**config.mk**
```make
export PLATFORM = sky130hd
export DESIGN_NAME = pmu_collector
export DESIGN_NICKNAME = d
export VERILOG_FILES = /design/src/rtl/pmu_pkg.sv /design/src/rtl/pmu_period_timer.sv /design/src/rtl/pmu_collector.sv
export SDC_FILE = /design/constraint.sdc
export NUM_CORES = 1
export LEC_CHECK = 0
export BUFFER_PORTS_ARGS = -buffer_cell sky130_fd_sc_hd__buf_2
export CORE_AREA = 2 2 147 149
export CTS_CLUSTER_DIAMETER = 150
export CTS_CLUSTER_SIZE = 12
export DETAILED_ROUTE_END_ITERATION = 8
export DIE_AREA = 0 0 149 151
export PLACE_DENSITY = 0.79
export REMOVE_ABC_BUFFERS = 1
export SYNTH_ARGS = -nofsm -noshare
export SYNTH_HDL_FRONTEND = slang
export SYNTH_SLANG_ARGS = --single-unit
```
**constraint.sdc**
```tcl
create_clock -name aclk -period 3.39 [get_ports aclk]
set_input_delay 0.5085 -clock aclk [delete_from_list [all_inputs] [get_ports aclk]]
set_output_delay 0.5085 -clock aclk [all_outputs]
set_load 0.01 [all_outputs]
```
**src/rtl/pmu_pkg.sv**
```systemverilog
// ---------------------------------------------------------------------------
// Module : pmu_pkg
// Brief  : Shared constants and FSM state type for the PMU collector.
// Rev    : 1.0 - initial release
// ---------------------------------------------------------------------------
`default_nettype none

package pmu_pkg;

  localparam int          PMU_NUM_CNTRS = 19;
  localparam int          PMU_ADDR_W    = 5;
  localparam logic [15:0] PMU_HDR_MAGIC = 16'h504D;

  typedef enum logic [1:0] {
    IDLE = 2'd0,
    SEL  = 2'd1,
    CAPT = 2'd2,
    SEND = 2'd3
  } pmu_coll_state_e;

endpackage

`default_nettype wire

```
**src/rtl/pmu_period_timer.sv**
```systemverilog
// ---------------------------------------------------------------------------
// Module : pmu_period_timer
// Brief  : Free-running interval timer; one-cycle hit every period_i cycles.
// Rev    : 1.0 - initial release
// ---------------------------------------------------------------------------
`default_nettype none

module pmu_period_timer #(
  parameter int PERIOD_W = 32
) (
  input  logic                aclk,
  input  logic                aresetn,
  input  logic [PERIOD_W-1:0] period_i,
  output logic                hit_o
);

  logic [PERIOD_W-1:0] count_q, count_d;

  // A zero period parks the counter so a later non-zero value starts cleanly.
  always_comb begin
    hit_o   = 1'b0;
    count_d = count_q + PERIOD_W'(1);
    if (period_i == '0) begin
      count_d = '0;
    end else if (count_q == period_i - PERIOD_W'(1)) begin
      hit_o   = 1'b1;
      count_d = '0;
    end
  end

  always_ff @(posedge aclk or negedge aresetn) begin
    if (!aresetn) begin
      count_q <= '0;
    end else begin
      count_q <= count_d;
    end
  end

endmodule

`default_nettype wire

```
**src/rtl/pmu_collector.sv**
```systemverilog
// ---------------------------------------------------------------------------
// Module : pmu_collector
// Brief  : Reads every counter of NUM_PMUS PMUs and streams them as one
//          AXI-Stream frame. Optional header beat: PMU_COLLECTOR_HEADER_EN.
// Rev    : 1.0 - initial release
// ---------------------------------------------------------------------------
`default_nettype none

module pmu_collector
  import pmu_pkg::*;
#(
  parameter int NUM_PMUS = 4,
  parameter int PERIOD_W = 32,
  parameter int OVF_W    = 16
) (
  input  logic                   aclk,
  input  logic                   aresetn,
  input  logic                   start_i,
  input  logic [PERIOD_W-1:0]    period_i,
  output logic [PMU_ADDR_W-1:0]  pmu_addr_o,
  input  logic [NUM_PMUS*64-1:0] pmu_data_i,
  output logic                   m_tvalid,
  input  logic                   m_tready,
  output logic [63:0]            m_tdata,
  output logic                   m_tlast,
  output logic                   busy_o,
  output logic [OVF_W-1:0]       overrun_o
);

  localparam int PIDX_W = (NUM_PMUS > 1) ? $clog2(NUM_PMUS) : 1;

  pmu_coll_state_e       state_q, state_d;
  logic [PIDX_W-1:0]     pmu_idx_q, pmu_idx_d;
  logic [PMU_ADDR_W-1:0] cnt_idx_q, cnt_idx_d;
  logic [PMU_ADDR_W-1:0] addr_q, addr_d;
  logic [63:0]           data_q, data_d;
  logic [OVF_W-1:0]      ovf_q, ovf_d;
  logic [31:0]           seq_q, seq_d;
  logic                  hdr_q, hdr_d;

  logic w_timer_hit;
  logic w_trig;
  logic w_last;

  pmu_period_timer #(
    .PERIOD_W (PERIOD_W)
  ) u_timer (
    .aclk     (aclk),
    .aresetn  (aresetn),
    .period_i (period_i),
    .hit_o    (w_timer_hit)
  );

  assign w_trig = start_i | w_timer_hit;
  assign w_last = !hdr_q
                  && (pmu_idx_q == PIDX_W'(NUM_PMUS - 1))
                  && (cnt_idx_q == PMU_ADDR_W'(PMU_NUM_CNTRS - 1));

  always_comb begin
    state_d   = state_q;
    pmu_idx_d = pmu_idx_q;
    cnt_idx_d = cnt_idx_q;
    addr_d    = addr_q;
    data_d    = data_q;
    ovf_d     = ovf_q;
    seq_d     = seq_q;
    hdr_d     = hdr_q;

    // Triggers arriving mid-frame are dropped, only counted.
    if (w_trig && (state_q != IDLE) && (ovf_q != '1)) begin
      ovf_d = ovf_q + OVF_W'(1);
    end

    case (state_q)
      IDLE: begin
        if (w_trig) begin
          pmu_idx_d = '0;
          cnt_idx_d = '0;
`ifdef PMU_COLLECTOR_HEADER_EN
          data_d  = {PMU_HDR_MAGIC, 8'(NUM_PMUS), 8'(PMU_NUM_CNTRS), seq_q};
          hdr_d   = 1'b1;
          state_d = SEND;
`else
          state_d = SEL;
`endif
        end
      end
      SEL: begin
        addr_d  = cnt_idx_q;
        state_d = CAPT;
      end
      CAPT: begin
        data_d  = pmu_data_i[64*int'(pmu_idx_q) +: 64];
        state_d = SEND;
      end
      SEND: begin
        if (m_tready) begin
          if (hdr_q) begin
            hdr_d   = 1'b0;
            state_d = SEL;
          end else if (w_last) begin
            seq_d   = seq_q + 32'd1;
            state_d = IDLE;
          end else begin
            state_d = SEL;
            if (cnt_idx_q == PMU_ADDR_W'(PMU_NUM_CNTRS - 1)) begin
              cnt_idx_d = '0;
              pmu_idx_d = pmu_idx_q + PIDX_W'(1);
            end else begin
              cnt_idx_d = cnt_idx_q + PMU_ADDR_W'(1);
            end
          end
        end
      end
      default: state_d = IDLE;
    endcase
  end

  always_ff @(posedge aclk or negedge aresetn) begin
    if (!aresetn) begin
      state_q   <= IDLE;
      pmu_idx_q <= '0;
      cnt_idx_q <= '0;
      addr_q    <= '0;
      data_q    <= '0;
      ovf_q     <= '0;
      seq_q     <= '0;
      hdr_q     <= 1'b0;
    end else begin
      state_q   <= state_d;
      pmu_idx_q <= pmu_idx_d;
      cnt_idx_q <= cnt_idx_d;
      addr_q    <= addr_d;
      data_q    <= data_d;
      ovf_q     <= ovf_d;
      seq_q     <= seq_d;
      hdr_q     <= hdr_d;
    end
  end

  assign pmu_addr_o = addr_q;
  assign m_tvalid   = (state_q == SEND);
  assign m_tdata    = data_q;
  assign m_tlast    = (state_q == SEND) && w_last;
  assign busy_o     = (state_q != IDLE);
  assign overrun_o  = ovf_q;

endmodule

`default_nettype wire

```
# Yosys cells after proc, flatten, opt, wreduce, memory -nomap -nowiden
# Cells that the tools add are included.
word_totals:
  regBits: 126
  out_inout_bits: 88
  word_cells: 54
classes:
  add_sub_neg: 5
  shifts: 1
  n_reduce_logical: 11
  n_eq_ne: 11
  mux: 18
  n_bitwise: 1
ops:
  columns: ["op", "n"]
  rows:
  - ["variable part select 256 x 9 -> 64 bit", 1]
  - ["two-way mux 32 bit", 2]
  - ["adder 32 x 1 -> 32 bit (second input constant)", 1]
  - ["equality test 32 bit", 1]
  - ["zero test 32 bit", 1]
  - ["subtractor 32 x 1 -> 32 bit (second input constant)", 1]
  - ["two-way mux 5 bit", 4]
  - ["adder 16 x 1 -> 16 bit (second input constant)", 1]
  - ["inequality test 16 bit (second input constant)", 1]
  - ["two-way mux 2 bit", 6]
  - ["one-hot mux 5 bit (2 select lines)", 1]
  - ["one-hot mux 2 bit (4 select lines)", 1]
  - ["equality test 2 bit (second input constant)", 3]
  - ["adder 5 x 1 -> 5 bit (second input constant)", 1]
  - ["equality test 5 bit (second input constant)", 1]
  - ["AND reduction 5 bit", 1]
  - ["logical AND 1 bit", 4]
  - ["inequality test 2 x 1 -> 1 bit (second input constant)", 2]
  - ["inequality test 2 bit (second input constant)", 2]
  - ["one-hot mux 2 bit (2 select lines)", 1]
  - ["AND reduction 4 bit", 1]
  - ["nonzero test 2 bit", 2]
  - ["two-way mux 1 bit", 3]
  - ["adder 2 x 1 -> 2 bit (second input constant)", 1]
  - ["4 further kinds", 4]

# Logic depth before layout (Yosys ltp)
logic_depth:
  word_depth: 7
  ltp_mapped: 12
  ltp_nobuf: 11

# By module
# A second synthesis with hierarchy kept.
hier_totals:
  cells_unflattened: 689
  area_unflattened_um2: 8191.6
by_module_without_submodules:
  columns: ["mod", "instances", "cells_each", "area_per_inst_um2", "seq_area_each_um2"]
  rows:
  - ["pmu_collector", 1, 354, 5451.5, 2352.3]
  - ["pmu_period_timer", 1, 335, 2740.1, 800.8]

# Worst setup path after synthesis
# No wires, ideal clock.
synth_timing:
  path_kind: "in2reg"
  from: "input period_i[0]"
  to: "register cnt_idx_q[3]"
  path_slack_ns: 0.182
  setup_time_ns: 0.126
  stages: 11
  t_arrival_ns: 3.082
  required_time_ns: 3.264
  cell_sequence: "inv_1 ha_1 or4b_4 or4_4 nor2_4 mux2i_1 o31ai_2 nand4b_2 o21ai_4 o21ai_1 a221o_1"
synth_via:
  elab_chain_len: 7
  word_cells_on_any_way: 8
  cone_classes: "add/sub (1); eq/ne (2); mux (2); bitwise (1); reduce/logical (2)"
synth_lines:
  columns: ["element", "line", "text"]
  rows:
  - ["start, declared", "pmu_collector.sv:19", "input logic [PERIOD_W-1:0] period_i,"]
  - ["subtractor 32 x 1 -> 32 bit", "pmu_period_timer.sv:25", "end else if (count_q == period_i - PERIOD_W'(1)) begin"]
  - ["equality test 32 bit", "pmu_period_timer.sv:25", null]
  - ["two-way mux 1 bit", "pmu_period_timer.sv:25", null]
  - ["two-way mux 1 bit *", "pmu_period_timer.sv:23", "if (period_i == '0) begin"]
  - ["OR 1 bit *", "pmu_collector.sv:54", "assign w_trig = start_i | w_timer_hit;"]
  - ["inequality test 2 bit (no line) *", null, null]
  - ["AND reduction 4 bit (no line) *", null, null]
  - ["end signal, assigned", "pmu_collector.sv:132", "cnt_idx_q <= cnt_idx_d;"]
  - ["end, declared", "pmu_collector.sv:34", "logic [PMU_ADDR_W-1:0] cnt_idx_q, cnt_idx_d;"]
# Mark *: on every way between the ends. The rest lies on a longest branch, timed or not.
# A chain may end at the register's enable or synchronous reset.

# Final worst setup path
# Same ends and word-level chain as after synthesis.

==> flow_summary.json <==
{
  "clkSinkCount": 126,
  "clk_pin_slew_ps": 60,
  "crit_cells": 15,
  "pwr-share-clk_pct": 27.4,
  "synthToLayoutAreaGrowth_pct": 36.70,
  "row_count": 53,
  "initial_core_util_pct": 39.78,
  "cts_tree": "built",
  "timing.rr.end": "cnt_idx_q[3]",
  "grt_pass1_wl_um": 42440,
  "slew_viol_final": 0,
  "cp_slowest_cell": "nor4b_1",
  "antenna_found_initial": 14,
  "wirelength_um": 27560,
  "die-area_um2": 22500,
  "overflow": 0,
  "syn_area_per_cell_um2": 11.85,
  "syn_inst": 699,
  "cp_num_buf_inv": 5,
  "critPathLaunchType": "primary input",
  "finalHoldViolCount": 0,
  "drtPass1Iterations": 5,
  "max_slew_margin_pct": 40.17,
  "rr_startpoint": "u_timer.count_q[17]",
  "final_cell_area_um2": 11320,
  "ant_nets": 0,
  "io_buffers": 379,
  "cp.required_ps": 3690,
  "crit_chain": "buf_2 -> inv_1 -> ha_1 -> buf_4 -> nor4b_1 -> buf_4 -> a21oi_1 -> nor4b_1 -> nor4b_1 -> buf_4 -> nand2_1 -> nand4b_2 -> o21ai_4 -> o21ai_1 -> a221o_1",
  "p_switching_mw": 2.220,
  "gp_routability_congestion": 0.9094,
  "yosysWarnings": 0,
  "yosysUniqueCellTypes": 71,
  "internal-power_mw": 4.362,
  "critPathKind": "primary input to flip-flop",
  "drive_gt1_share_pct": 55.66,
  "fmax_mhz": 331.4,
  "ys.flop_type": "dfrtp_1",
  "grt_max_degree": 73,
  "ys_seq_elements": 126,
  "final_nets": 1405,
  "period_needed_ps": 3017,
  "fillers": 1842,
  "hp-class": "primary input to async pin",
  "die_y_um": 151,
  "rsz0062_at_grt": "no",
  "status": "finished, final reports clean",
  "syn_area_um2": 8284,
  "r2r_setup_slack_ps": 390,
  "endpoint_kind": "flip-flop",
  "synth_seq_area_share_pct": 38.06,
  "insertion_delay_ps": 410,
  "ctsHoldBuffers": 0,
  "power_leakage_nw": 5.156,
  "async_reset_ff_share_pct": 100.0,
  "p_per_area_nw_per_um2": 581.2,
  "cts-resized-gates": 0,
  "cts_buffers": 17,
  "vias_per_cell": 5.410,
  "drv_cap": 0,
  "setup_slack_ps": 372.9,
  "post-route-drc-count": 0,
  "post_drt_wl_per_cell_um": 19.76,
  "p_seq_share_pct": 34.7,
  "r2r_cells": 10,
  "grt_pass1_vias": 7737,
  "htreeDepth": 4,
  "placed_area_um2": 10740,
  "core_area_um2": 20820,
  "via_count": 7547,
  "die_x_um": 149,
  "power_frac_comb_pct": 38.0,
  "clock_skew_ps": 11.45,
  "cp_max_fo": 5,
  "hpwl_um": 22100,
  "cts-root-buf": "clkbuf_16",
  "critical_path.top_delay_family": "simple AND/OR/NAND/NOR gates",
  "tightest_slew_ps": 897.5,
  "drt-initial-drc-count": 346,
  "ioPinCount": 380,
  "dp_slack_ps": -36.64,
  "grtUsageTotal_pct": 24.69,
  "cts_setup_buffers": 0,
  "worst_path_largest_cell_delay_ps": 370,
  "cp.arrival_ps": 3310,
  "total_power_mw": 6.582,
  "period_share_pct": 89.00,
  "cts_buffer_depth": 2,
  "peakVddDrop_mv": 0.3848,
  "switching_share_pct": 33.73,
  "synth-edff-count": 0,
  "finalSetupViolCount": 0
}
-- metal layers --
| layer | share of wire, % | GRT usage (%) | vias to the layer above |
|---|---|---|---|
| li1 | - | - | 3432 |
| met1 | 38 | 29.77 | 3732 |
| met2 | 49 | 40.25 | 307 |
| met3 | 9.8 | 10.51 | 60 |
| met4 | 2.2 | 7.714 | 16 |
| met5 | 0.37 | 0 | - |
-- area by class of cell --
class,instances,area (um2),share of cell area (%)
multi-input combinational,520,4921,43.45
sequential,126,3158,27.89
timing repair buffer,421,2256,19.92
clock buffer,17,425.4,3.756
tap,275,344.1,3.038
clock inverter,14,145.1,1.282
inverter,16,60.06,0.5303
antenna,6,15.01,0.1326
-- Yosys cell counts, types with 4 or more instances --
master | count | area share (%)
inv_1 | 16 | 0.72
and3_1 | 15 | 1.1
nand3_1 | 36 | 2.2
xor2_1 | 33 | 3.5
buf_1 | 10 | 0.45
or4_1 | 4 | 0.36
nand2_1 | 30 | 1.4
nand2b_1 | 4 | 0.30
a21oi_1 | 4 | 0.24
nor2_1 | 62 | 2.8
nand4_1 | 13 | 0.98
nor3_1 | 16 | 0.97
o21ai_0 | 4 | 0.24
buf_2 | 4 | 0.24
nor4_1 | 6 | 0.45
and2_1 | 7 | 0.53
nor4_4 | 4 | 1.0
a31oi_1 | 4 | 0.30
xnor2_1 | 51 | 5.4
or3_1 | 6 | 0.45
a41oi_1 | 6 | 0.63
dfrtp_1 | 126 | 38
ha_1 | 11 | 1.7
mux2_2 | 70 | 9.5
mux4_2 | 64 | 17
clkbuf_1 | 19 | 0.86
-- cells in the final DEF, fill, tap and decap left out, types with 4 or more instances in the layout --
cell,n
xnor2_1,51
clkinvlp_4,4
dfrtp_1,124
and2_1,7
a21oi_1,4
nand4_1,13
o21ai_0,4
mux2_2,70
nor2_1,62
buf_2,378
a41oi_1,6
or4_1,4
buf_4,39
nor4_1,6
clkinv_2,4
nor3_1,16
mux4_2,64
nor4_4,4
nand2_1,30
diode_2,6
ha_1,10
a31oi_1,4
clkbuf_16,17
or3_1,6
and3_1,15
nand2b_1,4
inv_1,16
xor2_1,33
nand3_1,36
-- cells by family (layout without fill, tap and decap cells) --
| group | count (synthesis) | count (layout) | synth area share (%) |
|---|---|---|---|
| AND/OR/NAND/NOR | 239 | 239 | 16.48 |
| XOR/XNOR | 84 | 84 | 8.881 |
| AO/OA/AOI/OAI | 47 | 47 | 4.637 |
| multiplexers | 139 | 139 | 27.55 |
| other | 0 | 6 | 0 |
| buffers and inverters | 53 | 468 | 2.734 |
| flip-flops | 126 | 126 | 38.06 |
| adder cells (fa/ha/maj) | 11 | 11 | 1.661 |
-- state kept, by name, summed over array words and instances (netlist names) --
name,count
cnt_idx_q,5
u_timer.count_q,32
pmu_addr_o,5
state_q,2
pmu_idx_q,2
m_tdata,64
overrun_o,16
-- metrics by stage --
stage / instances / TNS, ps / hold WS (ps) / util, %
6_report: 1395 / 0 / 84.21 / 54.39
5_1_grt: 1393 / 0 / 128.7 / 54.36
3_3_place_gp: 1358 / 0 / 472.7 / 51.57
3_5_place_dp: 1358 / -87.00 / 479.0 / 51.57
2_1_floorplan: 662 / -30720 / 212.9 / -
4_1_cts: 1389 / 0 / 139.5 / 54.31
-- power by group through the flow --
| stage | sequential, mW | clock, mW | combinational [mW] |
|---|---|---|---|
| after global placement | 2.27 | 0 | 2.46 |
| after detailed placement | 2.30 | 0 | 2.51 |
| after global routing | 2.35 | 1.90 | 2.71 |
| after CTS | 2.28 | 1.84 | 2.52 |
| after floorplan | 2.51 | 0 | 1.21 |
| final | 2.28 | 1.80 | 2.50 |
-- how the worst max path moves through the flow --
| stage | slack [ps] | from | endpoint |
|---|---|---|---|
| floorplan | -580 | pmu_idx_q[0] | cnt_idx_q[1] |
| global placement | 20 | period_i[0] | cnt_idx_q[3] |
| detailed placement | -40 | period_i[0] | cnt_idx_q[3] |
| CTS | 380 | period_i[0] | cnt_idx_q[3] |
| global route | 140 | period_i[0] | pmu_idx_q[0] |
| finish | 370 | period_i[0] | cnt_idx_q[3] |
(Power assumes the default switching activity.)
